[src/rtl/pipeline_pkg.sv]
// Shared pipeline definitions: default datapath widths and the encodings of
// the immediate-extension mode and rt-forwarding select fields.
package pipeline_pkg;

    localparam int unsigned DEF_DATA_WIDTH = 32;
    localparam int unsigned DEF_IMM_WIDTH  = 16;

    typedef enum logic [1:0] {
        EXT_SIGN  = 2'b00,
        EXT_ZERO  = 2'b01,
        EXT_UPPER = 2'b10,
        EXT_RSVD  = 2'b11
    } ext_mode_e;

    typedef enum logic [1:0] {
        FWD_RF    = 2'b00,
        FWD_MEMWB = 2'b01,
        FWD_EXMEM = 2'b10,
        FWD_RSVD  = 2'b11
    } fwd_sel_e;

endpackage

[src/rtl/imm_extender.sv]
// Combinational immediate extender: sign, zero or upper (lui-style) placement
// of a raw instruction immediate into a full datapath word.
module imm_extender
    import pipeline_pkg::*;
#(
    parameter int unsigned DATA_WIDTH = DEF_DATA_WIDTH,
    parameter int unsigned IMM_WIDTH  = DEF_IMM_WIDTH
) (
    input  logic [IMM_WIDTH-1:0]  imm_in,
    input  logic [1:0]            ext_mode,
    output logic [DATA_WIDTH-1:0] ext_imm
);

    localparam int unsigned PAD_WIDTH = DATA_WIDTH - IMM_WIDTH;

    if (IMM_WIDTH < 1 || IMM_WIDTH >= DATA_WIDTH) begin : g_bad_width
        $fatal(1, "imm_extender: IMM_WIDTH must satisfy 1 <= IMM_WIDTH < DATA_WIDTH");
    end

    // Select the extension form; the reserved mode falls back to sign extension
    always_comb begin
        ext_imm = {{PAD_WIDTH{imm_in[IMM_WIDTH-1]}}, imm_in};
        case (ext_mode_e'(ext_mode))
            EXT_ZERO:  ext_imm = {{PAD_WIDTH{1'b0}}, imm_in};
            EXT_UPPER: ext_imm = {imm_in, {PAD_WIDTH{1'b0}}};
            default:   ext_imm = {{PAD_WIDTH{imm_in[IMM_WIDTH-1]}}, imm_in};
        endcase
    end

endmodule

[src/rtl/alu_operand_stage.sv]
// ID/EX operand-B stage: forwards rt, selects between forwarded rt and the
// extended immediate, and registers ALU operand B plus store data with
// valid/stall/flush control.
module alu_operand_stage
    import pipeline_pkg::*;
#(
    parameter int unsigned DATA_WIDTH = DEF_DATA_WIDTH,
    parameter int unsigned IMM_WIDTH  = DEF_IMM_WIDTH
) (
    input  logic                  clk,
    input  logic                  rst_n,
    input  logic                  in_valid,
    input  logic                  stall,
    input  logic                  flush,
    input  logic [DATA_WIDTH-1:0] read_data2,
    input  logic [IMM_WIDTH-1:0]  imm_in,
    input  logic [1:0]            ext_mode,
    input  logic                  ALUSrc,
    input  logic [1:0]            fwd_sel,
    input  logic [DATA_WIDTH-1:0] ex_mem_result,
    input  logic [DATA_WIDTH-1:0] mem_wb_result,
    output logic [DATA_WIDTH-1:0] alu_src2,
    output logic [DATA_WIDTH-1:0] store_data,
    output logic                  out_valid
);

    if (IMM_WIDTH < 1 || IMM_WIDTH >= DATA_WIDTH) begin : g_bad_width
        $fatal(1, "alu_operand_stage: IMM_WIDTH must satisfy 1 <= IMM_WIDTH < DATA_WIDTH");
    end

    logic [DATA_WIDTH-1:0] ext_imm;
    logic [DATA_WIDTH-1:0] fwd_rt;
    logic [DATA_WIDTH-1:0] operand_b;

    imm_extender #(
        .DATA_WIDTH (DATA_WIDTH),
        .IMM_WIDTH  (IMM_WIDTH)
    ) u_imm_extender (
        .imm_in   (imm_in),
        .ext_mode (ext_mode),
        .ext_imm  (ext_imm)
    );

    // Forward rt from the later pipeline stages; reserved select reads the register file
    always_comb begin
        fwd_rt = read_data2;
        case (fwd_sel_e'(fwd_sel))
            FWD_MEMWB: fwd_rt = mem_wb_result;
            FWD_EXMEM: fwd_rt = ex_mem_result;
            default:   fwd_rt = read_data2;
        endcase
    end

    // Operand B is the immediate or the forwarded rt; store data always takes rt
    always_comb begin
        operand_b = ALUSrc ? ext_imm : fwd_rt;
    end

    // ID/EX register: flush beats stall, stall holds, bubbles are forced to zero
    always_ff @(posedge clk or negedge rst_n) begin
        if (!rst_n) begin
            out_valid  <= 1'b0;
            alu_src2   <= '0;
            store_data <= '0;
        end else if (flush) begin
            out_valid  <= 1'b0;
            alu_src2   <= '0;
            store_data <= '0;
        end else if (!stall) begin
            if (in_valid) begin
                out_valid  <= 1'b1;
                alu_src2   <= operand_b;
                store_data <= fwd_rt;
            end else begin
                out_valid  <= 1'b0;
                alu_src2   <= '0;
                store_data <= '0;
            end
        end
    end

endmodule

[config.mk]
export PLATFORM = sky130hd
export DESIGN_NAME = alu_operand_stage
export DESIGN_NICKNAME = d
export VERILOG_FILES = /design/src/rtl/pipeline_pkg.sv /design/src/rtl/imm_extender.sv /design/src/rtl/alu_operand_stage.sv
export SDC_FILE = /design/constraint.sdc
export NUM_CORES = 1
export LEC_CHECK = 0
export BUFFER_PORTS_ARGS = -buffer_cell sky130_fd_sc_hd__buf_4
export CORE_MARGIN = 2
export CORE_UTILIZATION = 52
export CTS_BUF_LIST = sky130_fd_sc_hd__clkbuf_8
export DETAILED_ROUTE_END_ITERATION = 8
export GPL_TIMING_DRIVEN = 0
export PLACE_DENSITY = 0.87
export REMOVE_ABC_BUFFERS = 1
export SYNTH_ARGS = -nofsm -noshare
export SYNTH_HDL_FRONTEND = slang
export SYNTH_SLANG_ARGS = --single-unit
[constraint.sdc]
create_clock -name clk -period 1.77 [get_ports clk]
set_input_delay 0.0885 -clock clk [delete_from_list [all_inputs] [get_ports clk]]
set_output_delay 0.0885 -clock clk [all_outputs]
set_load 0.1 [all_outputs]
==> results.py <==
metrics = {
    "min_path": {
        "holdCritPathClass": "input pin to flop",
        "worst_hold_path.endpoint": "alu_src2[7]",
        "hold_start": "read_data2[7]",
        "hold_depth": 3,
    },
    "timing": {
        "period_minus_slack_ps": 1560,
        "hold_slack_ps": 35.0,
        "finalSetupViolCount": 0,
        "max-slew-margin-rel_pct": 43.1,
        "tightestPinTransition_ps": 852,
        "rsz0062_at_grt": "no",
        "skew_ps": 0,
        "final-hold-violation-count": 0,
        "max_freq_ghz": 0.642,
        "fin_ws_ps": 212,
        "period_share_pct": 88.0,
        "slew_violations": 0,
    },
    "critical_path": {
        "path_class": "input pin to flop",
        "path_common_cell": "buf_4",
        "r2r-start": "store_data[3]",
        "crit_chain": "buf_4 > inv_1 > ha_2 > nor2b_4 > buf_4 > a221oi_2 > o21ai_1",
        "slowest_stage": "ha_2",
        "worst_setup_path_start_kind": "input pin",
        "crit_path_end_kind": "flop",
        "crit_arrival_ps": 1790,
        "reg2reg_to": "store_data[3]",
        "cp_data_required_time_ps": 2000,
        "cp_max_fo": 25,
        "r2r_cells": 2,
        "cpPeakStageDelay_ps": 730,
        "reg2reg_slack_ps": 1000,
    },
    "synth": {
        "syn_area_sq_um": 3860,
        "synth_top_area_share_pct": 42.1,
        "ys_seq_elements": 65,
        "yosysWarnings": 0,
        "synth_flop_cell": "dfrtp_1",
        "seq_area_frac_synth_pct": 42.1,
        "synth_enable_flop_cells": 0,
        "syn_avg_cell_area_sq_um": 9.86,
        "synth_area_leader_cell": "dfrtp_1",
        "ys_types": 33,
        "async_flop_share_pct": 100,
        "synth_cells": 392,
        "synthTopCellsByArea": "dfrtp_1, nand2_1, o21ai_0, a22o_1, a221oi_2",
    },
    "route": {
        "first_pass_iters": 5,
        "wire_per_inst_um": 18.6,
        "routed_wl_mm": 12.4,
        "viasPerCell": 5.94,
        "vias": 3966,
        "drc_errors": 0,
        "drt-initial-drc-count": 195,
        "ant_nets": 0,
    },
    "finish": {
        "final_nets": 690,
        "area_delta_synth_final_pct": 43.0,
        "layout-drive-gt1-share_pct": 42.7,
        "diodes": 0,
        "n_fill_cell": 527,
        "mostFrequentLayoutCells": "buf_4, nand2_1, dfrtp_1, o21ai_0, o21ai_1",
        "final_common_cell": "buf_4",
    },
    "power": {
        "peakVddDrop_mv": 0.437,
        "p_sw_share_pct": 35.2,
        "p_int_uw": 2820,
        "pwr-share-clk_pct": 30.4,
        "sequentialPowerShare_pct": 36.5,
        "p_leak_uw": 0.00285,
        "comb_power_share_pct": 33.1,
        "p_sw_uw": 1530,
        "pwr_density_cell_nw_per_um2": 786,
    },
    "run_status": {
        "status": "finished clean",
    },
    "floorplan": {
        "die_h_um": 90.2,
        "io-pin-count": 187,
        "die_area_sq_um": 8140,
        "core_sq_um": 7210,
        "die_w_um": 90.2,
        "rows": 31,
        "start_util_pct": 53.6,
    },
    "placed_design": {
        "pre_cts_ws_ps": -1010,
        "globalplace.congestion": 0.800,
        "dp.final_hpwl_mm": 8.58,
        "port_buffers": 186,
    },
    "global_routing": {
        "grt_pass1_vias": 3986,
        "grt_usage_pct": 30.1,
        "grt_pass1_wl_mm": 19.6,
        "grt_max_degree": 66,
        "antenna_found_initial": 0,
        "grt_overflow": 0,
    },
    "clock_tree": {
        "cts_root_buf": "clkbuf_8",
        "worstSkewPairLatency_ps": 330,
        "h-tree-depth": 3,
        "clk_path_buf_depth": 2,
        "cts_inserted_buffers": 9,
        "clk_pin_slew_ps": 70,
        "cts.sinks": 65,
        "cts_tree": "done",
    },
    "run": {
        "timing.max_cap.violations": 0,
    },
}
## kinds of logic (layout without fill, tap and decap cells)
group	Yosys count	count (layout)	share of synthesized area, %
and+or+nand+nor	87	87	11.3
AOI/OAI and AO/OA	178	178	34.9
adders and majority gates	4	4	1.29
muxes	15	15	3.88
DFF	65	65	42.1
buffers and inverters	43	220	6.51
## per-stage QoR
stage	total power, uW	std cells	cell area [sq um]	setup TNS (ps)	util (%)
5_1_grt	4500	668	5530	0	76.6
3_5_place_dp	3000	641	5210	-48650	72.2
4_1_cts	4330	663	5470	0	75.8
3_3_place_gp	2960	639	5150	-172770	71.4
6_report	4340	668	5530	0	76.6
2_1_floorplan	2480	354	3630	-82410	-
## how the worst max path moves through the flow
stage | start | endpoint | slack, ps | depth (start not counted)
2_1_floorplan | flush | alu_src2[25] | -1460 | 3
3_5_place_dp | fwd_sel[0] | store_data[28] | -1010 | 6
4_1_cts | fwd_sel[0] | alu_src2[0] | 50 | 6
3_3_place_gp | stall | alu_src2[26] | -2900 | 4
5_1_grt | fwd_sel[0] | store_data[22] | 120 | 7
6_report | fwd_sel[0] | alu_src2[8] | 210 | 7
## cell type report
class | instances | area, sq um | share of cell area, %
clock buffer | 9 | 124 | 2.24
sequential | 65 | 1630 | 29.4
inverter | 5 | 22.5 | 0.408
multi-input combinational | 284 | 2010 | 36.3
timing repair buffer | 198 | 1530 | 27.8
tap | 99 | 124 | 2.24
clock inverter | 7 | 80.1 | 1.45
timing repair inverter | 1 | 7.51 | 0.136
## worst max-delay path, delay by kind of cell
family                   cells  cell delay (ps)
buffers and inverters        3              310
AO/OA/AOI/OAI                2              210
AND/OR/NAND/NOR              1              440
adder cells (fa/ha/maj)      1              730
## power by group through the flow
stage	registers (uW)	clock network, uW	logic (uW)
after floorplan	2070	0	411
after global placement	1610	0	1350
after detailed placement	1610	0	1390
after CTS	1590	1330	1410
after global routing	1590	1390	1510
final	1590	1320	1440
## synthesized netlist by cell type (3+ instances only)
| master | n |
|---|---|
| mux2i_1 | 15 |
| a221oi_1 | 4 |
| buf_2 | 21 |
| o21ai_1 | 33 |
| a21oi_1 | 15 |
| o211a_1 | 15 |
| buf_6 | 4 |
| buf_4 | 5 |
| a22o_1 | 19 |
| a22oi_1 | 11 |
| ha_1 | 4 |
| inv_1 | 5 |
| a221o_1 | 15 |
| a221oi_2 | 11 |
| nand2_1 | 65 |
| o21ai_2 | 6 |
| dfrtp_1 | 65 |
| clkbuf_2 | 3 |
| o211ai_1 | 3 |
| a22oi_2 | 6 |
| clkbuf_1 | 4 |
| o21ai_0 | 38 |
| and3b_1 | 15 |
## routing by layer
metal  up-vias  track usage (%)  wire [um]
met5         -                0          0
met4         0             11.2        284
met3        27             6.71        849
met2       187             53.1       6450
met1      1922             36.0       4830
li1       1830                -          -
## sequential cells by signal, summed over array words and instances (netlist names)
name        cells
store_data     32
out_valid       1
alu_src2       32
## repair_timing
item                                   4_1_cts  5_1_grt
setup endpoints to repair                   60       13
resized for setup                            4        2
gates cloned                                 1        0
endpoints found under the hold margin       65        0
hold buffers                                 1        0
setup buffers                                4        5
Note: power is estimated with default switching activity, not from simulation.
